## src/rtl/mem_ctrl.sv

```systemverilog
// Byte-serial memory controller: arbitrates fetch and SLB requests onto the
// 8-bit RAM/IO bus, splits 1/2/4-byte accesses into byte beats and
// reassembles little-endian read data. I/O stores honour UART back-pressure.
module mem_ctrl #(
    parameter logic [1:0] IO_SEL = 2'b11
) (
    input  logic        clk_in,
    input  logic        rst_n_in,
    input  logic        rdy_in,
    input  logic        flush_in,
    input  logic        io_buffer_full,
    input  logic        if_req,
    input  logic [31:0] if_addr,
    output logic        if_done,
    output logic [31:0] if_data,
    input  logic        slb_req,
    input  logic        slb_wr,
    input  logic [1:0]  slb_len,
    input  logic [31:0] slb_addr,
    input  logic [31:0] slb_wdata,
    output logic        slb_done,
    output logic [31:0] slb_rdata,
    input  logic [7:0]  mem_din,
    output logic [7:0]  mem_dout,
    output logic [31:0] mem_a,
    output logic        mem_wr
);
    typedef enum logic [1:0] {IDLE, READ, WRITE} state_t;

    state_t      state_q, state_d;
    logic        owner_q, owner_d;          // 1 = SLB, 0 = fetch
    logic [2:0]  len_q, len_d;
    logic [2:0]  ic_q, ic_d;
    logic [2:0]  rc_q, rc_d;
    logic [31:0] addr_q, addr_d;
    logic [31:0] wdata_q, wdata_d;
    logic [31:0] rbuf_q, rbuf_d;
    // Which byte index the bus address of the previous cycle belonged to, so
    // mem_din is only captured when it really carries the byte we expect.
    logic        last_vld_q, last_vld_d;
    logic [2:0]  last_idx_q, last_idx_d;
    logic        io_wr_last_q, io_wr_last_d;
    logic        if_done_q, if_done_d;
    logic        slb_done_q, slb_done_d;
    logic [31:0] if_data_q, if_data_d;
    logic [31:0] slb_rdata_q, slb_rdata_d;

    logic        io_store, slb_ok, can_acc, cap, acc_wr;
    logic [2:0]  rc_n, acc_len;
    logic [31:0] acc_addr, acc_wdata;

    // Arbitration: SLB first unless it is an I/O store that must wait.
    always_comb begin
        io_store = slb_wr && (slb_addr[17:16] == IO_SEL);
        slb_ok   = slb_req && !(io_store && (io_buffer_full || io_wr_last_q));
        can_acc  = rst_n_in && rdy_in && !flush_in && !if_done_q && !slb_done_q;
        if (slb_ok) begin
            acc_addr  = slb_addr;
            acc_wdata = slb_wdata;
            acc_wr    = slb_wr;
            if (io_store || slb_len == 2'b00) acc_len = 3'd1;
            else if (slb_len == 2'b01)        acc_len = 3'd2;
            else                              acc_len = 3'd4;
        end else begin
            acc_addr  = if_addr;
            acc_wdata = '0;
            acc_wr    = 1'b0;
            acc_len   = 3'd4;
        end
    end

    // Next-state, beat issue/capture and bus drive.
    always_comb begin
        state_d     = state_q;
        owner_d     = owner_q;
        len_d       = len_q;
        ic_d        = ic_q;
        rc_d        = rc_q;
        addr_d      = addr_q;
        wdata_d     = wdata_q;
        rbuf_d      = rbuf_q;
        if_data_d   = if_data_q;
        slb_rdata_d = slb_rdata_q;
        if_done_d   = 1'b0;
        slb_done_d  = 1'b0;
        last_vld_d  = 1'b0;
        last_idx_d  = last_idx_q;
        cap         = 1'b0;
        rc_n        = rc_q;
        mem_a       = '0;
        mem_dout    = '0;
        mem_wr      = 1'b0;
        case (state_q)
            IDLE: begin
                if (can_acc && (slb_ok || if_req)) begin
                    owner_d = slb_ok;
                    addr_d  = acc_addr;
                    wdata_d = acc_wdata;
                    len_d   = acc_len;
                    ic_d    = 3'd1;
                    rc_d    = '0;
                    rbuf_d  = '0;
                    mem_a   = acc_addr;
                    if (acc_wr) begin
                        mem_wr   = 1'b1;
                        mem_dout = acc_wdata[7:0];
                        if (acc_len == 3'd1) begin
                            slb_done_d = 1'b1;
                            ic_d       = '0;
                        end else begin
                            state_d = WRITE;
                        end
                    end else begin
                        last_vld_d = 1'b1;
                        last_idx_d = '0;
                        state_d    = READ;
                    end
                end
            end
            READ: begin
                if (!rdy_in) begin
                    // Frozen: keep the bus on the next byte still owed so its
                    // data is waiting on mem_din when rdy_in returns.
                    mem_a      = addr_q + {29'd0, rc_q};
                    last_vld_d = 1'b1;
                    last_idx_d = rc_q;
                end else if (flush_in) begin
                    state_d = IDLE;
                    ic_d    = '0;
                    rc_d    = '0;
                end else begin
                    cap  = last_vld_q && (last_idx_q == rc_q);
                    rc_n = rc_q + {2'd0, cap};
                    rc_d = rc_n;
                    if (cap) rbuf_d[{rc_q[1:0], 3'b000} +: 8] = mem_din;
                    if (rc_n == len_q) begin
                        if (owner_q) begin
                            slb_done_d  = 1'b1;
                            slb_rdata_d = rbuf_d;
                        end else begin
                            if_done_d = 1'b1;
                            if_data_d = rbuf_d;
                        end
                        state_d = IDLE;
                        ic_d    = '0;
                        rc_d    = '0;
                    end else begin
                        mem_a      = addr_q + {29'd0, rc_n};
                        last_vld_d = 1'b1;
                        last_idx_d = rc_n;
                        ic_d       = rc_n + 3'd1;
                    end
                end
            end
            WRITE: begin
                // Stores are committed: flush is deliberately ignored here.
                mem_a    = addr_q + {29'd0, ic_q};
                mem_dout = wdata_q[{ic_q[1:0], 3'b000} +: 8];
                mem_wr   = rdy_in;
                if (rdy_in) begin
                    if (ic_q == len_q - 3'd1) begin
                        slb_done_d = 1'b1;
                        state_d    = IDLE;
                        ic_d       = '0;
                    end else begin
                        ic_d = ic_q + 3'd1;
                    end
                end
            end
            default: state_d = IDLE;
        endcase
        io_wr_last_d = mem_wr && (mem_a[17:16] == IO_SEL);
    end

    // State and output registers.
    always_ff @(posedge clk_in or negedge rst_n_in) begin
        if (!rst_n_in) begin
            state_q      <= IDLE;
            owner_q      <= 1'b0;
            len_q        <= '0;
            ic_q         <= '0;
            rc_q         <= '0;
            addr_q       <= '0;
            wdata_q      <= '0;
            rbuf_q       <= '0;
            last_vld_q   <= 1'b0;
            last_idx_q   <= '0;
            io_wr_last_q <= 1'b0;
            if_done_q    <= 1'b0;
            slb_done_q   <= 1'b0;
            if_data_q    <= '0;
            slb_rdata_q  <= '0;
        end else begin
            state_q      <= state_d;
            owner_q      <= owner_d;
            len_q        <= len_d;
            ic_q         <= ic_d;
            rc_q         <= rc_d;
            addr_q       <= addr_d;
            wdata_q      <= wdata_d;
            rbuf_q       <= rbuf_d;
            last_vld_q   <= last_vld_d;
            last_idx_q   <= last_idx_d;
            io_wr_last_q <= io_wr_last_d;
            if_done_q    <= if_done_d;
            slb_done_q   <= slb_done_d;
            if_data_q    <= if_data_d;
            slb_rdata_q  <= slb_rdata_d;
        end
    end

    assign if_done   = if_done_q;
    assign slb_done  = slb_done_q;
    assign if_data   = if_data_q;
    assign slb_rdata = slb_rdata_q;
endmodule

```

## config.mk

```make
export PLATFORM = sky130hd
export DESIGN_NAME = mem_ctrl
export DESIGN_NICKNAME = d
export VERILOG_FILES = /design/src/rtl/mem_ctrl.sv
export SDC_FILE = /design/constraint.sdc
export NUM_CORES = 1
export LEC_CHECK = 0
export CORE_MARGIN = 2
export CORE_UTILIZATION = 45
export DETAILED_ROUTE_END_ITERATION = 7
export PLACE_DENSITY = 0.73
export SLEW_MARGIN = 30
export SYNTH_ARGS = -nofsm -noshare
export SYNTH_HDL_FRONTEND = slang
export SYNTH_SLANG_ARGS = --single-unit
```

## constraint.sdc

```tcl
create_clock -name clk_in -period 4.5 [get_ports clk_in]
set_clock_uncertainty 0.05 [all_clocks]
set_input_delay 0.45 -clock clk_in [delete_from_list [all_inputs] [get_ports clk_in]]
set_output_delay 0.45 -clock clk_in [all_outputs]
set_load 0.02 [all_outputs]
```

# == Yosys cells after proc, flatten, opt, wreduce, memory -nomap -nowiden ==
# Cells that the tools add are included.
# word_totals
latchBits,0
rom_bits,0
output_inout_bits,107
memories,0
ff_bits,179
ram_bits,0
# classes
mul,0
addsub,8
reduce_logical,29
n_lt_le_gt_ge,0
bitwise,2
n_mux,73
n_shift,3
eq_ne,19
n_div,0
# ops
cell,count
$mux W32,10
$add A32 B3 Y32,3
$pmux W32 S3,1
$pmux W32 S2,1
$mux W3,18
$bwmux W32,1
$shift A8 B7 Y32 const A,1
$shiftx A32 B6 Y8,1
$shiftx A8 B7 Y32,1
$mux W1,24
$mux W2,8
$mux W8,2
$pmux W8 S2,1
$reduce_and A5 Y1,3
$ne A2 B2 Y1 const B,6
$ne A3 B3 Y1 const B,4
$pmux W3 S2,2
$logic_and A1 B1 Y1,10
$eq A3 B3 Y1,3
$pmux W3 S3,1
$reduce_and A4 Y1,2
$neg A5 Y7,1
$add A3 B1 Y3 const B,2
$eq A2 B2 Y1 const B,3
16 further kinds,25

# == Longest topological paths before layout ==
# Gate-level depths: netlist of run 1.
# depth
ltp_word,11
ltp_mapped,15

# == Worst setup path after synthesis of run 1 ==
# Ideal clock, no wire load.
# synth_timing
path_type,reg2out
startpoint,register rc_q[1]
endpoint,output mem_a[22]
t_required_ps,4000
arrival_time_ps,3254
path_stages_with_launch,14
n_path_buf,1
slack_ps,746
cell_sequence,dfrtp_1 -> xnor2_1 -> and4_1 -> buf_2 -> ha_1 -> ha_1 -> inv_1 -> fa_1 -> inv_1 -> a21o_1 -> nand3_1 -> a21boi_1 -> or3_1 -> a31oi_1
# synth_between
elab_chain_len,8
word_cells_on_any_way,10
# synth_rtl
element,line_no,text
start: declaration,34,"logic [2:0] rc_q, rc_d;"
start signal: assignment,198,rc_q <= rc_d;
$eq A3 B3 Y1,132,cap = last_vld_q && (last_idx_q == rc_q);
$logic_and A1 B1 Y1,132,
$add A3 B1 Y3,133,"rc_n = rc_q + {2'd0, cap};"
$add A32 B3 Y32 / $eq A3 B3 Y1 (equally long branches),"148, 136",
$mux W32,136,if (rc_n == len_q) begin
$mux W32,127,end else if (flush_in) begin
$mux W32 *,121,if (!rdy_in) begin
$pmux W32 S3 *,93,case (state_q)
end: declaration,25,"output logic [31:0] mem_a,"
# Mark *: on every way between the ends. The rest lies on a longest branch, timed or not.

# == Worst setup path in the final report of run 1 ==
# layout_timing
startpoint,register rc_q[2]
endpoint,output mem_a[30]
# Same word-level chain as after synthesis.

==> metrics.md, run 1 <==
| Metric | Value |
|---|---|
| Status | `completed` |
| Hold Path Class | `reg2reg` |
| Synth Flop Type | `dfrtp_1` |
| Post-route DRC | `0` |
| Final Hold Fails | `0` |
| Seq pwr share | `35.4%` |
| Place WS | `67.96 ps` |
| Worst reg2reg path depth | `12` |
| Crit path DAT | `3820 ps` |
| Core ar. | `24,110 µm²` |
| Max incr delay on CP | `640 ps` |
| WP data required | `4000 ps` |
| ANT cells | `0` |
| Distinct cells, synth | `80` |
| Worst R2R End | `io_wr_last_q$_DFF_PN0_` |
| DRT iter0 DRCs | `1,201` |
| Design internal power | `4081 µW` |
| Setup TNS | `0 ps` |
| Post-route setup slack | `177.4 ps` |
| Cts bufs inserted | `17` |
| DRT Pass-1 Iters | `5` |
| Commonest cells post-synth | `235 x nand2_1, 179 x dfrtp_1, 86 x a21oi_1` |
| Area Overhead vs Synth | `29.14%` |
| Die ar. | `25,680 µm²` |
| Critical path peak fanout | `7` |
| First-pass GRT wire length | `56.54 mm` |
| Total grt overflow | `0` |
| Final worst path period need | `4323 ps` |
| Sw Pwr | `2951 µW` |
| Slew Viols, Final | `0` |
| Via count of the routed design | `10,726` |
| RSZ-0062 raised after global routing | `true` |
| CTS tree | `done` |
| # IOs | `221` |
| Max Fclk | `231.3 MHz` |
| Critical-path top delay cell | `clkdlybuf4s50_1` |
| Synth top area cells | `dfrtp_1 41%, nand2_1 8.0%, a22o_1 4.8%, a21oi_1 3.9%, nand3_1 3.8%` |
| Detailed placer's ending HPWL | `24.66 mm` |
| Die Width | `160.2 µm` |
| Asr flop ratio synth | `100.0%` |
| EDFF count, synth | `0` |
| Sequential fraction of the synthesis area | `40.78%` |
| Layout Utilization | `58.84%` |
| Vias in the first global route | `10,334` |
| Worst Setup Start Kind | `flop` |
| Post-synthesis average cell area | `8.670 µm²` |
| Peak VDD IR | `0.2342 mV` |
| Top delay family on crit path | `adder cells` |
| DR WL/cell | `19.79 µm` |
| Cell taking the most area after synthesis | `dfrtp_1` |
| Slew at the pin closest to its max-slew limit | `918.6 ps` |
| Clock Sinks | `179` |
| Critical path origin | `rc_q[2]$_DFFE_PN0P_` |
| Power per cell area | `495.8 nW/µm²` |
| Post-synthesis instance total | `1,267` |
| Static Leak | `0.006299 µW` |
| H-tree Lvls | `4` |
| Gp weighted congestion | `0.9771` |
| Worst skew pair latency | `440 ps` |
| Worst flop-to-flop path startpoint | `rc_q[2]$_DFFE_PN0P_` |
| Nets | `1,575` |
| Largest net degree at the start of global routing | `72` |
| Share of post-route cells with drive strength above 1 | `9.185%` |
| CP Class | `reg2out` |
| Total track usage | `27.57%` |
| Endpoint type of the worst setup path | `primary output` |
| CP Depth | `13` |
| Post-synth top area share | `40.78%` |
| Worst setup path endpoint | `mem_a[30]` |
| Net Count, Synth | `1,407` |
| Vias per inst | `6.053` |
| CP bufs+invs | `3` |
| Clock slew at reported path FFs | `80 ps` |
| Number of port buffers | `220` |
| Sw Ratio | `41.97%` |
| Initial Util | `45.57%` |
| R2R setup slack | `1220 ps` |
| FF+latch count, synth | `179` |
| Count leader, synth | `nand2_1` |
| CTS max path bufs | `2` |
| Logic gate share of total power | `43.3%` |
| Clock power frac | `21.3%` |
| Worst-path cell chain | `xnor2_1 > and4_1 > ha_1 > ha_4 > inv_1 > fa_1 > inv_1 > a21o_1 > nand3_1 > o41ai_1 > a31oi_1 > a21oi_1 > clkdlybuf4s50_1` |
| Fin crit share | `96.06%` |
| Yosys warnings | `0` |
| Final wirelength | `35.08 mm` |
| Final Setup Violations | `0` |
| Post-DRT Antenna Nets | `0` |
| Hold Path Stages | `2` |
| Max Cap Viol | `0` |
| Initial antenna violation count | `0` |
| Chip height | `160.2 µm` |
| Root Driver | `clkbuf_16` |
| Post-synthesis cell area | `10,980 µm²` |
| Most frequent cell on the critical path | `inv_1` |
| Max-Slew Margin vs Limit | `38.20%` |
| Row count | `57` |
## final cells by class
cell class | count | area, µm²
Clock buffer | 18 | 429.2
Clock inverter | 14 | 165.2
Fill cell | 2229 | 9921
Inverter | 20 | 75.07
Multi-Input combinational cell | 953 | 6046
Sequential cell | 179 | 4481
Tap cell | 324 | 405.4
Timing Repair Buffer | 264 | 2584
## stage by stage
stage,hold slack [ps],power [µW],std cells,area (µm²)
after floorplan,104.4,4447,1267,10980
after global routing,439.5,7472,1772,14180
final,414.1,7032,1772,14180
after global placement,368.9,5436,1736,13420
after CTS,415.9,7011,1769,14060
after detailed placement,361.4,5509,1736,13420
## timing repair
action,CTS,global route
resized for setup,21,27
pin swaps,0,3
hold buffers,1,0
endpoints found under the hold margin,42,0
setup endpoints to repair,27,26
setup buffers,0,3
## routing by layer
layer	global-route usage [%]	share of wire [%]	up-vias
met5	0	0	-
met4	8.190	2.2	0
met3	5.740	8.6	64
met2	43.11	46	534
met1	38.81	44	5186
li1	-	-	4942
## flip-flops by register name, summed over array words and instances (netlist names), 32 cells and up
name,count
if_data,32
addr_q,32
rbuf_q,32
wdata_q,32
slb_rdata,32
## power groups by stage
stage               Clock (µW)  Sequential [µW]  Combinational, µW
floorplan                    0             2240               2210
global placement             0             2470               2960
detailed placement           0             2500               3010
CTS                       1520             2470               3020
global route              1590             2550               3330
finish                    1500             2490               3040
## cell usage in the layout (no fill, tap or decap), types with 5 or more instances in the layout
master           Yosys  layout
nand2_1            235     233
clkdlybuf4s50_1      0     192
dfrtp_1            179     178
a21oi_1             86      85
nand3_1             83      82
o21ai_0             70      70
a22o_1              60      60
buf_4                6      41
nor2_1              40      39
a22oi_1             42      39
a21o_1              34      34
o21ai_1             34      33
nor3_1              21      21
ha_1                23      21
inv_1               20      20
xnor2_1             20      18
a31oi_1             17      17
clkbuf_16            0      17
dlymetal6s2s_1       0      17
xor2_1              14      13
nand4_1             12      12
nor4_1              13      12
and3_1               9       9
dlygate4sd2_1        0       9
mux4_2               8       8
and4_1               7       7
o31ai_1              6       6
o221ai_1             6       6
o211ai_1             5       5
or2_2                5       5
inv_8                0       5
## worst min path at each step
stage / start / to / slack [ps]
after global routing: wdata_q[25]$_DFFE_PN0P_ / wdata_q[25]$_DFFE_PN0P_ / 440
final: wdata_q[16]$_DFFE_PN0P_ / wdata_q[16]$_DFFE_PN0P_ / 410
after floorplan: rst_n_in / addr_q[0]$_DFFE_PN0P_ / 100
after detailed placement: rst_n_in / ic_q[1]$_DFFE_PN0P_ / 360
after CTS: wdata_q[18]$_DFFE_PN0P_ / wdata_q[18]$_DFFE_PN0P_ / 420
after global placement: rst_n_in / wdata_q[1]$_DFFE_PN0P_ / 370
## worst min-delay path, stage by stage, from the launching register on
cell,delay [ps]
dfrtp_1,340
nand2_1,50
nand2_1,40
## cell families (layout without fill, tap and decap cells)
| family | after synthesis | after routing | synth area share (%) |
|---|---|---|---|
| buffers and inverters | 135 | 316 | 5.342 |
| xor gates and xnor gates | 36 | 36 | 3.121 |
| DFF | 179 | 179 | 40.78 |
| AOI/OAI and AO/OA | 405 | 405 | 24.63 |
| and+or+nand+nor | 471 | 471 | 20.65 |
| adders and majority gates | 26 | 26 | 3.167 |
| muxes | 15 | 15 | 2.312 |
(Power assumes the default switching activity.)
==> inputs of run 2 (changes only) <==
--- a/config.mk
+++ b/config.mk
@@ -5,10 +5,13 @@
 export SDC_FILE = /design/constraint.sdc
 export NUM_CORES = 1
 export LEC_CHECK = 0
+export CELL_PAD_IN_SITES_DETAIL_PLACEMENT = 2
+export CELL_PAD_IN_SITES_GLOBAL_PLACEMENT = 2
 export CORE_MARGIN = 2
-export CORE_UTILIZATION = 45
+export CORE_UTILIZATION = 31
 export DETAILED_ROUTE_END_ITERATION = 7
-export PLACE_DENSITY = 0.73
+export GPL_TIMING_DRIVEN = 1
+export PLACE_DENSITY = 0.83
 export SLEW_MARGIN = 30
 export SYNTH_ARGS = -nofsm -noshare
 export SYNTH_HDL_FRONTEND = slang
==> run 2 against run 1 <==
  * Count of clock-buffer cells in the layout shrank 1
  * Critical path type unchanged
  * Fmax is 2.8% lower
  * Worst setup slack worse by 130 ps
  * Wire length is 28% higher
  * Largest power group unchanged
==> metrics.md, run 2 (synthesis gave the netlist of run 1 again) <==
| Metric | Value |
|---|---|
| Sw Pwr | `3178 µW (was 2951 µW)` |
| Number of port buffers | `220 (unchanged)` |
| Initial Util | `31.64% (was 45.57%)` |
| ANT cells | `0 (unchanged)` |
| Design internal power | `4117 µW (was 4081 µW)` |
| Area Overhead vs Synth | `30.82% (was 29.14%)` |
| Max-Slew Margin vs Limit | `35.59% (was 38.20%)` |
| Core ar. | `34,710 µm² (was 24,110 µm²)` |
| CTS tree | `done (unchanged)` |
| Fin crit share | `98.85% (was 96.06%)` |
| Max incr delay on CP | `400 ps (was 640 ps)` |
| Slew Viols, Final | `0 (unchanged)` |
| Logic gate share of total power | `44.2% (was 43.3%)` |
| Max Fclk | `224.8 MHz (was 231.3 MHz)` |
| R2R setup slack | `980 ps (was 1220 ps)` |
| CTS max path bufs | `2 (unchanged)` |
| Total grt overflow | `0 (unchanged)` |
| Root Driver | `clkbuf_16 (unchanged)` |
| Post-route DRC | `0 (unchanged)` |
| DRT Pass-1 Iters | `5 (unchanged)` |
| Initial antenna violation count | `0 (unchanged)` |
| Final Hold Fails | `0 (unchanged)` |
| Worst-path cell chain | `xnor2_1 > and4_1 > ha_1 > ha_4 > xor2_1 > ha_1 > a21oi_2 > and2_4 > nor2_1 > a221o_1 > a21oi_1 > a21oi_1 > dlygate4sd2_1 (was xnor2_1 > and4_1 > ha_1 > ha_4 > inv_1 > fa_1 > inv_1 > a21o_1 > nand3_1 > o41ai_1 > a31oi_1 > a21oi_1 > clkdlybuf4s50_1)` |
| Final hold slack | `143.1 ps (was 414.1 ps)` |
| # IOs | `221 (unchanged)` |
| Row count | `68 (was 57)` |
| Share of post-route cells with drive strength above 1 | `10.32% (was 9.185%)` |
| Post-route cell area | `14,370 µm² (was 14,180 µm²)` |
| Most frequent cells in the layout | `233 x nand2_1, 188 x clkdlybuf4s50_1, 179 x dfrtp_1 (was 233 x nand2_1, 192 x clkdlybuf4s50_1, 178 x dfrtp_1)` |
| RSZ-0062 raised after global routing | `true (unchanged)` |
| Clock Sinks | `179 (unchanged)` |
| Gp weighted congestion | `0.8769 (was 0.9771)` |
| Cts bufs inserted | `17 (unchanged)` |
| Largest net degree at the start of global routing | `68 (was 72)` |
| Worst R2R End | `io_wr_last_q$_DFF_PN0_ (unchanged)` |
| Nets | `1,581 (was 1,575)` |
| DR WL/cell | `23.50 µm (was 19.79 µm)` |
| Worst skew pair latency | `470 ps (was 440 ps)` |
| First-pass GRT wire length | `70.02 mm (was 56.54 mm)` |
| H-tree Lvls | `4 (unchanged)` |
| Endpoint type of the worst setup path | `primary output (unchanged)` |
| Status | `completed (unchanged)` |
| Worst flop-to-flop path startpoint | `rc_q[0]$_DFFE_PN0P_ (was rc_q[2]$_DFFE_PN0P_)` |
| Fill cell count | `3,870 (was 2,229)` |
| Clock power frac | `21.3% (about the same)` |
| Final Setup Violations | `0 (unchanged)` |
| Chip height | `192.2 µm (was 160.2 µm)` |
| Worst setup path endpoint | `mem_a[29] (was mem_a[30])` |
| Hold Path Class | `in2async (was reg2reg)` |
| Crit path DAT | `3950 ps (was 3820 ps)` |
| Clock slew at reported path FFs | `80 ps (about the same)` |
| Seq pwr share | `34.6% (was 35.4%)` |
| Vias in the first global route | `12,014 (was 10,334)` |
| Final worst path period need | `4448 ps (was 4323 ps)` |
| Power per cell area | `507.7 nW/µm² (was 495.8 nW/µm²)` |
| Place WS | `166.2 ps (was 67.96 ps)` |
| Dpl cell area | `13,630 µm² (was 13,420 µm²)` |
| Final wirelength | `44.83 mm (was 35.08 mm)` |
| Worst reg2reg path depth | `13 (was 12)` |
| Detailed placer's ending HPWL | `32.01 mm (was 24.66 mm)` |
| Commonest non-fill, non-tap cell in the layout | `nand2_1 (unchanged)` |
| Slew at the pin closest to its max-slew limit | `966.1 ps (was 918.6 ps)` |
| Die ar. | `36,950 µm² (was 25,680 µm²)` |
| Vias per inst | `5.735 (was 6.053)` |
| Via count of the routed design | `10,943 (was 10,726)` |
| Die Width | `192.2 µm (was 160.2 µm)` |
| Total Power | `7295 µW (was 7032 µW)` |
| DRT iter0 DRCs | `655 (was 1,201)` |
| Worst Setup Start Kind | `flop (unchanged)` |
| CP Class | `reg2out (unchanged)` |
| Critical path origin | `rc_q[0]$_DFFE_PN0P_ (was rc_q[2]$_DFFE_PN0P_)` |
| WP data required | `4000 ps (about the same)` |
| Critical-path top delay cell | `dfrtp_1 (was clkdlybuf4s50_1)` |
| Post-route setup slack | `51.60 ps (was 177.4 ps)` |
| Max Cap Viol | `0 (unchanged)` |
| Critical path peak fanout | `9 (was 7)` |
| Peak VDD IR | `0.3384 mV (was 0.2342 mV)` |
| Post-DRT Antenna Nets | `0 (unchanged)` |
| Total track usage | `24.79% (was 27.57%)` |
| Static Leak | `0.006258 µW (was 0.006299 µW)` |
| Sw Ratio | `43.57% (was 41.97%)` |
[run 2: cell types whose count changed in the layout (fill, tap and decap cells not counted), moves of 2 or more]
cell / delta
a21oi_1: -2
clkdlybuf4s50_1: -4
clkinv_8: -2
clkbuf_2: +6
buf_4: +7
clkinvlp_4: +2
dlymetal6s2s_1: -6
inv_8: -2
dlygate4sd2_1: +3
inv_6: +3
clkinv_4: -2
[run 2: how the worst min path moves through the flow]
| stage | from | endpoint | cells past startpoint |
|---|---|---|---|
| 2_1_floorplan | rst_n_in | addr_q[0]$_DFFE_PN0P_ | 0 |
| 3_3_place_gp | wdata_q[14]$_DFFE_PN0P_ | wdata_q[14]$_DFFE_PN0P_ | 2 |
| 3_5_place_dp | wdata_q[29]$_DFFE_PN0P_ | wdata_q[29]$_DFFE_PN0P_ | 2 |
| 4_1_cts | rst_n_in | slb_done$_DFF_PN0_ | 2 |
| 5_1_grt | rst_n_in | slb_done$_DFF_PN0_ | 2 |
| 6_report | rst_n_in | slb_done$_DFF_PN0_ | 2 |
[run 2: timing repair]
| action | CTS | global route |
|---|---|---|
| hold buffers | 0 | 0 |
| endpoints found under the setup margin | 29 | 27 |
| gates resized for setup | 37 | 33 |
| setup buffers | 2 | 2 |
| pin swaps | 2 | 2 |
[run 2: area by class of cell]
cell class | count | area [µm²] | area share [%]
multi-input combinational | 953 | 6070 | 42.24
sequential | 179 | 4479 | 31.17
tap | 455 | 569.3 | 3.962
timing repair buffer | 270 | 2587 | 18.01
inverter | 20 | 75.07 | 0.5224
clock buffer | 17 | 425.4 | 2.960
clock inverter | 14 | 163.9 | 1.141
[run 2: stage by stage]
stage	utilization (%)	setup TNS (ps)	std cells
2_1_floorplan	-	0	1267
3_3_place_gp	39.24	0	1873
3_5_place_dp	39.26	0	1873
4_1_cts	41.15	-57.06	1906
5_1_grt	41.40	-1032	1908
6_report	41.40	0	1908
[run 2: per-layer routing]
metal  global-route usage [%]  wire [µm]
met5                        0          0
met4                    8.485       1104
met2                    42.00      21990
met1                    32.12      19780
met3                    3.855       1950
[run 2: worst max-delay path, delay by kind of cell (launching register included)]
family	cells	cell delay (ps)
AOI/OAI and AO/OA	4	840
xor gates and xnor gates	2	470
adders and majority gates	3	750
buffers and inverters	1	330
DFF	1	400
and+or+nand+nor	3	680
[run 2: power by group through the flow]
stage,clock network [µW],logic (µW),registers [µW]
after CTS,1590,3210,2510
after global placement,0,3040,2500
after detailed placement,0,3190,2530
final,1550,3220,2520
after floorplan,0,2210,2240
after global routing,1650,3520,2580
